**config.mk**
```make
export PLATFORM = sky130hd
export DESIGN_NAME = uart_boot_loader
export DESIGN_NICKNAME = d
export VERILOG_FILES = /design/src/rtl/uart_boot_loader.sv
export SDC_FILE = /design/constraint.sdc
export NUM_CORES = 1
export LEC_CHECK = 0
export BUFFER_PORTS_ARGS = -buffer_cell sky130_fd_sc_hd__clkbuf_2
export CAP_MARGIN = 20
export CORE_UTILIZATION = 48
export DETAILED_ROUTE_END_ITERATION = 6
export PLACE_DENSITY = 0.67
export SLEW_MARGIN = 15
export SYNTH_ARGS = -nofsm -noshare
export SYNTH_HDL_FRONTEND = slang
export SYNTH_SLANG_ARGS = --single-unit
```
**constraint.sdc**
```tcl
create_clock -name cpuclk -period 3.1 [get_ports cpuclk]
set_input_delay 0.62 -clock cpuclk [delete_from_list [all_inputs] [get_ports cpuclk]]
set_output_delay 0.62 -clock cpuclk [all_outputs]
set_load 0.1 [all_outputs]
```
**src/rtl/uart_boot_loader.sv**
```systemverilog
// uart_boot_loader: loads a program image into port B from a UART byte stream.
// The stream is a 4-byte little-endian word count N, then N little-endian words.
// Each complete word is written one cycle after its last byte arrives. uart_done
// then hands port B and the core back to normal operation.
// Ports:
//   cpuclk, rst_n          clock, async active-low reset
//   rx_valid, rx_byte      received byte strobe and data
//   load_start             restart: wait for a new header
//   skip                   finish without loading (only before any header byte)
//   uart_addr/data/we      port-B write bus
//   uart_done, load_err    load finished / load aborted
//   word_cnt               words written in this load
module uart_boot_loader #(
    parameter logic [31:0]  BASE_ADDR   = 32'h0000_0000,
    parameter int unsigned  MAX_WORDS   = 16384,
    parameter int unsigned  TIMEOUT_CYC = 50_000_000,
    localparam int unsigned CW          = $clog2(MAX_WORDS + 1)
) (
    input  logic          cpuclk,
    input  logic          rst_n,
    input  logic          rx_valid,
    input  logic [7:0]    rx_byte,
    input  logic          load_start,
    input  logic          skip,
    output logic [31:0]   uart_addr,
    output logic [31:0]   uart_data,
    output logic          uart_we,
    output logic          uart_done,
    output logic          load_err,
    output logic [CW-1:0] word_cnt
);

    localparam int unsigned TW = $clog2(TIMEOUT_CYC + 1);

    typedef enum logic [1:0] {HDR, LOAD, DONE, ERR} state_t;

    state_t        state_q, state_d;
    logic [1:0]    byte_idx_q, byte_idx_d;
    logic [23:0]   asm_q, asm_d;            // low three bytes of the word in progress
    logic [CW-1:0] n_q, n_d;                // header word count
    logic [CW-1:0] rcvd_q, rcvd_d;          // words fully assembled
    logic          pend_q, pend_d;          // assembled word waiting for its strobe
    logic [31:0]   pend_word_q, pend_word_d;
    logic          pend_last_q, pend_last_d;
    logic          fin_q, fin_d;            // last strobe issued, raise done next
    logic [TW-1:0] timer_q, timer_d;
    logic [31:0]   addr_d, data_d;
    logic          we_d, done_d, err_d;
    logic [CW-1:0] word_cnt_d;

    logic [31:0]   full_word;
    logic          timeout;

    assign full_word = {rx_byte, asm_q};
    assign timeout   = (timer_q == TW'(TIMEOUT_CYC - 1));

    // Next-state and output computation
    always_comb begin
        state_d     = state_q;
        byte_idx_d  = byte_idx_q;
        asm_d       = asm_q;
        n_d         = n_q;
        rcvd_d      = rcvd_q;
        pend_d      = pend_q;
        pend_word_d = pend_word_q;
        pend_last_d = pend_last_q;
        fin_d       = fin_q;
        timer_d     = timer_q;
        addr_d      = uart_addr;
        data_d      = uart_data;
        we_d        = 1'b0;
        done_d      = uart_done;
        err_d       = load_err;
        word_cnt_d  = word_cnt;

        if (load_start) begin
            state_d    = HDR;
            byte_idx_d = 2'd0;
            timer_d    = '0;
            word_cnt_d = '0;
            rcvd_d     = '0;
            pend_d     = 1'b0;
            fin_d      = 1'b0;
            addr_d     = BASE_ADDR;
            done_d     = 1'b0;
            err_d      = 1'b0;
        end else begin
            // Shared byte assembly for the first three bytes of any word
            if (rx_valid && byte_idx_q != 2'd3) begin
                case (byte_idx_q)
                    2'd0:    asm_d[7:0]   = rx_byte;
                    2'd1:    asm_d[15:8]  = rx_byte;
                    default: asm_d[23:16] = rx_byte;
                endcase
            end
            case (state_q)
                HDR: begin
                    if (byte_idx_q == 2'd0 && skip) begin
                        state_d = DONE;
                        done_d  = 1'b1;
                    end else if (rx_valid) begin
                        timer_d    = '0;
                        byte_idx_d = byte_idx_q + 2'd1;
                        if (byte_idx_q == 2'd3) begin
                            if (full_word == 32'd0) begin
                                state_d = DONE;
                                done_d  = 1'b1;
                            end else if (full_word > 32'(MAX_WORDS)) begin
                                state_d = ERR;
                                err_d   = 1'b1;
                            end else begin
                                state_d    = LOAD;
                                n_d        = CW'(full_word);
                                rcvd_d     = '0;
                                word_cnt_d = '0;
                            end
                        end
                    end else if (byte_idx_q != 2'd0) begin
                        timer_d = timer_q + TW'(1);
                        if (timeout) begin
                            state_d    = ERR;
                            err_d      = 1'b1;
                            byte_idx_d = 2'd0;
                        end
                    end
                end
                LOAD: begin
                    if (pend_q) begin
                        we_d       = 1'b1;
                        data_d     = pend_word_q;
                        addr_d     = BASE_ADDR + (32'(word_cnt) << 2);
                        word_cnt_d = word_cnt + CW'(1);
                        pend_d     = 1'b0;
                        fin_d      = pend_last_q;
                    end
                    if (fin_q) begin
                        state_d = DONE;
                        done_d  = 1'b1;
                        fin_d   = 1'b0;
                    end else if (rcvd_q != n_q) begin
                        if (rx_valid) begin
                            timer_d    = '0;
                            byte_idx_d = byte_idx_q + 2'd1;
                            if (byte_idx_q == 2'd3) begin
                                pend_d      = 1'b1;
                                pend_word_d = full_word;
                                pend_last_d = (rcvd_q == n_q - CW'(1));
                                rcvd_d      = rcvd_q + CW'(1);
                            end
                        end else begin
                            timer_d = timer_q + TW'(1);
                            if (timeout) begin
                                state_d    = ERR;
                                err_d      = 1'b1;
                                byte_idx_d = 2'd0;
                            end
                        end
                    end
                end
                default: ;
            endcase
        end
    end

    // State and output registers
    always_ff @(posedge cpuclk or negedge rst_n) begin
        if (!rst_n) begin
            state_q     <= HDR;
            byte_idx_q  <= 2'd0;
            asm_q       <= '0;
            n_q         <= '0;
            rcvd_q      <= '0;
            pend_q      <= 1'b0;
            pend_word_q <= '0;
            pend_last_q <= 1'b0;
            fin_q       <= 1'b0;
            timer_q     <= '0;
            uart_addr   <= BASE_ADDR;
            uart_data   <= '0;
            uart_we     <= 1'b0;
            uart_done   <= 1'b0;
            load_err    <= 1'b0;
            word_cnt    <= '0;
        end else begin
            state_q     <= state_d;
            byte_idx_q  <= byte_idx_d;
            asm_q       <= asm_d;
            n_q         <= n_d;
            rcvd_q      <= rcvd_d;
            pend_q      <= pend_d;
            pend_word_q <= pend_word_d;
            pend_last_q <= pend_last_d;
            fin_q       <= fin_d;
            timer_q     <= timer_d;
            uart_addr   <= addr_d;
            uart_data   <= data_d;
            uart_we     <= we_d;
            uart_done   <= done_d;
            load_err    <= err_d;
            word_cnt    <= word_cnt_d;
        end
    end

endmodule

```
---- Word level (Yosys, flattened, before mapping) ----
Cells that the tools add are included.
cells by class
  magnitude comparators ................... 1
  reduce and logical (&&, ||, !) cells .... 23
  eq/ne operators ......................... 30
  add/subtract/negate cells ............... 5
  bitwise logic cells ..................... 6
  muxes and demuxes ....................... 78
operator list
  operator                                                                           number
  26-bit two-way mux                                                                 7
  15-bit two-way mux                                                                 12
  32-bit two-way mux                                                                 3
  15-bit case mux with 2 select lines                                                2
  26-bit case mux with 2 select lines                                                1
  2-bit two-way mux                                                                  19
  3-bit inequality test, second input constant                                       12
  4-bit inequality test, second input constant                                       9
  32-bit by 15-bit greater-than comparator with 1-bit output, second input constant  1
  32-bit zero test                                                                   1
  15-bit by 1-bit adder with 15-bit output, second input constant                    2
  1-bit two-way mux                                                                  30
  26-bit by 1-bit adder with 26-bit output, second input constant                    1
  26-bit == test, second input constant                                              1
  15-bit == test                                                                     1
  15-bit inequality test                                                             1
  5-bit AND reduction                                                                3
  15-bit by 1-bit subtractor with 15-bit output, second input constant               1
  7-bit AND reduction                                                                2
  3-bit AND reduction                                                                4
  5-bit inequality test, second input constant                                       2
  10-bit AND reduction                                                               1
  9-bit AND reduction                                                                1
  2-bit case mux with 2 select lines                                                 2
  other kinds (13)                                                                   24
word-level totals
  output and inout port bits .............. 82
  word-level logic and storage cells ...... 161
  input bits .............................. 13
  register bits ........................... 201

---- Depth between registers and ports, before layout ----
Gate-level depths: netlist of the first run.
  depth in word-level cells ............... 8
  depth in mapped cells ................... 10
  depth with buffers taken out ............ 8

---- Least setup slack after synthesis of the first run ----
No wires, ideal clock.
  kind .................................... input -> register
  start ................................... in load_start
  end ..................................... reg pend_word_q[10]
  setup slack ............................. 0.547 ns
  cell stages on the path ................. 9
  path buffers ............................ 4
  required time ........................... 2.975 ns
  data arrival time ....................... 2.428 ns
  library setup time ...................... 0.125 ns
  path through ............................ or3b_1 > buf_2 > nor4_2 > and4_1 > buf_6 > or3_1 > buf_4 > buf_6 > mux2_2
between the ends
  cells in the longest elaborated chain, start to end .. 2
RTL lines
  element                        RTL line  RTL
  start: declaration             23        input logic load_start,
  1-bit NOT (no line)            n/a
  6-bit AND reduction (no line)  n/a
  end signal: assignment         191       pend_word_q <= pend_word_d;
  end: declaration               43        logic [31:0] pend_word_q, pend_word_d;
No other way between the ends.
A chain may end at the register's enable or synchronous reset.

---- Final worst setup path of the first run ----
  start ................................... reg asm_q[1]
  end ..................................... reg word_cnt[6]
between the ends
  cells in the longest elaborated chain, start to end .. 3
  elaborated cells between the ends (all ways) .. 5
  those cells by class .................... order compare: 1; eq/ne: 2; reduce/logical: 2
RTL lines
  element                                                                                                RTL line  RTL
  start: declaration                                                                                     39        logic [23:0] asm_q, asm_d;
  start signal: assignment                                                                               187       asm_q <= asm_d;
  32-bit by 15-bit greater-than comparator with 1-bit output / 32-bit zero test (equally long branches)  108, 105
  3-bit inequality test (no line)                                                                        n/a
  7-bit AND reduction (no line) (*)                                                                      n/a
  end signal: assignment                                                                                 200       word_cnt <= word_cnt_d;
  end: declaration                                                                                       30        output logic [CW-1:0] word_cnt
Mark *: on every way between the ends. The rest lies on a longest branch, timed or not.

==> summary.txt, run 1 <==
Die Width = 139 um
Nets = 964
Synthesized area per cell = 10.3 um2
Congestion Overflow GR = 0
Std-Cell Rows = 49
Worst Tran Pin Value = 0.975 ns
Num CTS Buffers = 17
Most frequent cell after synthesis = dfrtp_1
DIE HEIGHT = 139 um
Worst-Skew Late Latency = 0.44 ns
Clk root buf = clkbuf_16
Vias per cell = 5.72
Drt wl/cell = 17.0 um
Initial Util = 0.494
Final setup violating endpoints = 0
Drt initial violations = 528
Core area = 0.0181 mm2
DRT Pass-1 Iters = 7
CTS Hold Bufs = 0
Grt met2 use = 0.339
Drt total wl = 20,200 um
Post-route ant nets = 0
Data arrival time of the critical path = 2.98 ns
Die area = 0.0192 mm2
Area grow syn2layout = 13.4%
Setup Skew = 0.0136 ns
Sink Count = 184
Share of layout cells above drive strength 1 = 0.222
Peak VDD IR = 0.449 mV
Post-Syn Area = 0.00897 mm2
Worst-path clk slew = 0.08 ns
I/O pin cnt = 95
H-tree depth = 4
Total GRT Usage = 0.221
Worst Path Required = 3.47 ns
Critical Path Start Type = register
Met3 Use GR = 0.0414
Worst setup EP type = register
Post-Layout Inst Area = 0.0102 mm2
Syn. warnings = 0
Vias in the first global route = 6,442
WS Path Type = reg -> reg
Share of synthesized registers carrying an async set or reset = 1.00
Initial antenna violation count = 0
Unrepaired setup endpoints after global routing = no
Final count of pins violating max slew = 0
Hpwl dp = 14,100 um
P_leak = 4.87 nW
Largest net degree at the start of global routing = 69
Synth top area cells = dfrtp_1, mux2_2, nand2_1
Synth top cells by count = dfrtp_1, nand2_1, mux2_2, o21ai_0, nor2_1
Setup Buffers After CTS = 0
Total number of vias = 6,784
CTS tree = yes
Synth top area share = 0.513
Tmin final = 2.61 ns
TNS Setup = 0 ns
Area post-placement = 0.00959 mm2
Synth area leader = dfrtp_1
CTS resizes = 0
Count of cell types in the netlist = 64
Ratio of final minimum period to clock period = 0.840
Global routing usage on met1 = 0.315
Max Clk Rate = 384 MHz
Power Density = 702 mW/mm2
Post-synth top flop = dfrtp_1
Global route hottest layer = met2
GPL Wtd Cong = 0.906
Post-Synthesis Cells = 869
ANT cells = 0
Class of the worst hold path = in -> async
Fin. Hold Viols = 0
Relative slew slack = 0.350
FF+latch count, synth = 184
Status = finished, violations left
I/O Buffers = 77
Clk buf depth = 2
First-pass GRT wire length = 33,600 um
Post-synthesis sequential area ratio = 0.513
Max-cap violations = 0
Worst Path Max Fanout = 9
Number of synthesized flops with an enable pin = 0
Hold WS = 0.190 ns
Failing checks = DRC
Drt drc = 16
final timing paths:
kind                                             start                         to  slack, ns  depth (start not counted)
min in group cpuclk        pend_word_q[30]$_DFFE_PN0P_  uart_data[30]$_DFFE_PN0P_       0.47                          2
setup / recovery                  asm_q[1]$_DFFE_PN0P_    word_cnt[6]$_DFFE_PN0P_       0.49                          7
hold / removal                                   rst_n    word_cnt[3]$_DFFE_PN0P_       0.19                          1
max in group asynchronous                        rst_n       load_err$_DFFE_PN0P_       2.13                          2
hold reg to reg            pend_word_q[30]$_DFFE_PN0P_  uart_data[30]$_DFFE_PN0P_       0.47                          2
setup reg to reg                  asm_q[1]$_DFFE_PN0P_    word_cnt[6]$_DFFE_PN0P_       0.49                          7
area by class of cell:
type | count | area [um2]
Clock buffer | 18 | 429
Clock inverter | 14 | 150
Fill cell | 1594 | 7980
Inverter | 13 | 48.8
Multi-Input combinational cell | 625 | 4020
Sequential cell | 184 | 4600
Tap cell | 229 | 287
Timing Repair Buffer | 103 | 624
sequential cells by signal, indices dropped and copies added, names as in the netlist, 2 cells and up:
register,flops
uart_data,32
n_q,15
word_cnt,15
asm_q,24
byte_idx_q,2
timer_q,26
rcvd_q,15
uart_addr,15
state_q,2
pend_word_q,32
metrics by stage:
step | setup slack (ns) | std cells | util | total power [W]
finish | 0.494 | 1186 | 0.560 | 0.00714
global route | 0.249 | 1186 | 0.560 | 0.00747
CTS | 0.499 | 1186 | 0.560 | 0.00719
detailed placement | 0.360 | 1154 | 0.528 | 0.00507
global placement | 0.382 | 1154 | 0.528 | 0.00503
floorplan | 0.547 | 885 | - | 0.00456
critical path, cell delays in order (launching register included):
cell      delay, ns
dfrtp_1        0.40
nor4_1         0.39
nand4_1        0.22
xor2_1         0.43
a21boi_1       0.31
buf_4          0.25
or4_1          0.46
nand2_1        0.08
cell usage in the layout (no fill, tap or decap), types with 14 or more instances in the layout:
master     Yosys  final
and3_1        18     18
nand2_1      151    151
o21ai_0       44     44
conb_1         1     17
a21oi_1       26     26
clkbuf_16      0     17
or3_1         14     14
buf_4         18     23
nand3_1       19     19
xor2_1        14     14
dfrtp_1      184    184
nor4_1        15     15
clkbuf_2       2     76
nor2_1        37     37
or4_1         17     17
a22o_1        16     16
nand4_1       24     24
mux2_2        70     70
xnor2_1       18     18
logic make-up after synthesis:
logic type      share of synthesized area
other cells                      0.000418
compound gates                      0.100
simple gates                        0.202
fa+ha+maj                         0.00977
xor+xnor                           0.0331
buf+inv                            0.0448
flops                               0.513
mux                                0.0960
routing by layer:
| metal | vias up | wire [um] |
|---|---|---|
| met2 | 152 | 9160 |
| met1 | 3347 | 9730 |
| met4 | 0 | 436 |
| met3 | 26 | 823 |
| met5 | - | 0 |
| li1 | 3259 | - |
report_power, final:
group          leakage [nW]  internal, W  switching (W)
Sequential             2.48      0.00285       0.000397
Combinational          2.11     0.000582        0.00120
Clock                 0.282      0.00108        0.00104
No activity file was read; power rests on OpenSTA's default activity.
==> inputs of run 2 (changes only) <==
==> constraint.sdc (replaced) <==
create_clock -name cpuclk -period 2.6 [get_ports cpuclk]
set_input_delay 0.52 -clock cpuclk [delete_from_list [all_inputs] [get_ports cpuclk]]
set_output_delay 0.52 -clock cpuclk [all_outputs]
set_load 0.1 [all_outputs]
==> run 2 against run 1 <==
Compared with the run above: the flow still finishes with violations (DRC); clock skew hardly changed; clock-buffer cell count is 1 lower; wire length is 3.5% higher; largest cell class unchanged.
==> summary.txt, run 2 (synthesis results as in run 1) <==
Worst-Skew Late Latency = 0.43 ns
I/O Buffers = 77
Final setup violating endpoints = 0
Core area = 0.0181 mm2
Die Width = 139 um
Global route hottest layer = met2
Total number of vias = 6,992
Post-route ant nets = 0
DRT Pass-1 Iters = 7
DIE HEIGHT = 139 um
Worst Path Required = 2.97 ns
Fin. Hold Viols = 0
CP startpoint = rcvd_q[8]$_DFFE_PN0P_
Num CTS Buffers = 17
CP peak stage delay = 0.53 ns
Critical Path Slowest Stage Cell = or4_1
Peak VDD IR = 0.499 mV
Max-cap violations = 0
Area grow syn2layout = 18.0%
Reg-to-reg startpoint = rcvd_q[8]$_DFFE_PN0P_
Psw = 0.00319 W
Highest-count cells in the layout ignoring fill and taps = dfrtp_1, nand2_1, clkbuf_2, mux2_2, buf_4
Vias in the first global route = 6,599
Tot Pwr = 0.00888 W
CTS tree = yes
FF-to-FF setup slack = 0.15 ns
Class of the worst hold path = in -> async
Fill cell count = 1,561
Setup Skew = 0.0133 ns
Clk buf depth = 2
Drt initial violations = 553
Power Internal = 0.00569 W
ANT cells = 0
Worst-path clk slew = 0.08 ns
Post-Route Utilization = 0.583
R2r worst-path depth = 8
Drt total wl = 20,900 um
Biggest regs = pend_word_q (32), uart_data (32), timer_q (26)
Grt met2 use = 0.351
Max Clk Rate = 408 MHz
Worst setup EP type = register
Buf+Inv Stages, Crit Path = 2
Ratio of final minimum period to clock period = 0.943
Hold WS = 0.0486 ns
Hpwl dp = 14,600 um
Critical Path Start Type = register
Tmin final = 2.45 ns
Std-Cell Rows = 49
Final count of pins violating max slew = 0
Switching share of power = 0.359
Drt drc = 16
Combinational power share = 0.280
GPL Wtd Cong = 0.891
Power Density = 839 mW/mm2
Failing checks = DRC
Clock share of power = 0.296
Relative slew slack = 0.628
H-tree depth = 4
Global routing usage on met1 = 0.323
Congestion Overflow GR = 0
CTS Hold Bufs = 0
Clk root buf = clkbuf_16
Unrepaired setup endpoints after global routing = no
Largest net degree at the start of global routing = 59
Worst Tran Pin Value = 0.553 ns
Nets = 1,012
Crit path capture = rcvd_q[7]$_DFFE_PN0P_
Vias per cell = 5.67
WP depth = 8
Critical Path, Cell by Cell = xor2_1 -> nor4b_1 -> buf_4 -> and4_1 -> buf_4 -> or4_1 -> or4_1 -> nand2_1
Sequential Power Share = 0.424
Die area = 0.0192 mm2
Sink Count = 184
First-pass GRT wire length = 34,500 um
Initial antenna violation count = 0
Met3 Use GR = 0.0439
I/O pin cnt = 95
WS Path Type = reg -> reg
Status = finished, violations left
Drt wl/cell = 16.9 um
Initial Util = 0.494
Total GRT Usage = 0.226
P_leak = 5.13 nW
Data arrival time of the critical path = 2.82 ns
Worst r2r dst = rcvd_q[7]$_DFFE_PN0P_
Commonest non-fill, non-tap cell in the layout = dfrtp_1
TNS Setup = 0 ns
Worst Path Max Fanout = 18
CP top delay family = simple AND/OR/NAND/NOR gates
Share of layout cells above drive strength 1 = 0.264
==> run 2: layout make-up <==
class | instances | area (um2) | share of cell area
Multi-Input combinational cell | 625 | 4040 | 0.381
Timing Repair Buffer | 151 | 1010 | 0.0954
Clock inverter | 15 | 173 | 0.0163
Inverter | 13 | 48.8 | 0.00461
Sequential cell | 184 | 4600 | 0.435
Clock buffer | 17 | 425 | 0.0402
Tap cell | 229 | 287 | 0.0271
==> run 2: worst min-delay path by stage <==
stage | endpoint | slack, ns | depth (start not counted)
floorplan | asm_q[0]$_DFFE_PN0P_ | 0.22 | 0
global placement | uart_data[17]$_DFFE_PN0P_ | 0.45 | 2
detailed placement | uart_data[31]$_DFFE_PN0P_ | 0.46 | 2
CTS | uart_addr[10]$_DFFE_PN0P_ | 0.06 | 1
global route | uart_addr[10]$_DFFE_PN0P_ | 0.09 | 1
finish | uart_addr[10]$_DFFE_PN0P_ | 0.05 | 1
==> run 2: routing by layer <==
metal / part of all wire / vias up / routed length [um]
li1: - / 3349 / -
met1: 0.47 / 3441 / 9870
met2: 0.47 / 181 / 9790
met3: 0.043 / 21 / 894
met4: 0.014 / 0 / 297
met5: 0 / - / 0
==> run 2: worst reg2reg max path, delay by kind of cell, from the launching register on <==
kind | cells | cell delay (ns)
buffers and inverters | 2 | 0.35
and+or+nand+nor | 5 | 1.30
xor gates and xnor gates | 1 | 0.30
DFF | 1 | 0.46
==> run 2: through the flow <==
step / cells / setup slack, ns / instance area (um2)
detailed placement: 1201 / -0.103 / 9960
global route: 1234 / 0.00197 / 10600
floorplan: 885 / 0.147 / 9030
CTS: 1233 / 0.0829 / 10600
finish: 1234 / 0.147 / 10600
global placement: 1201 / 0.00895 / 9960
==> run 2: repair_timing <==
action	CTS	global route
gates resized for setup	1	3
setup endpoints to repair	1	10
buffers inserted	0	1
==> run 2: power groups by stage <==
| stage | combinational, W | clock [W] | sequential (W) |
|---|---|---|---|
| floorplan | 0.00121 | 0 | 0.00422 |
| global placement | 0.00243 | 0 | 0.00379 |
| detailed placement | 0.00247 | 0 | 0.00382 |
| CTS | 0.00249 | 0.00268 | 0.00377 |
| global route | 0.00268 | 0.00279 | 0.00383 |
| finish | 0.00249 | 0.00263 | 0.00376 |
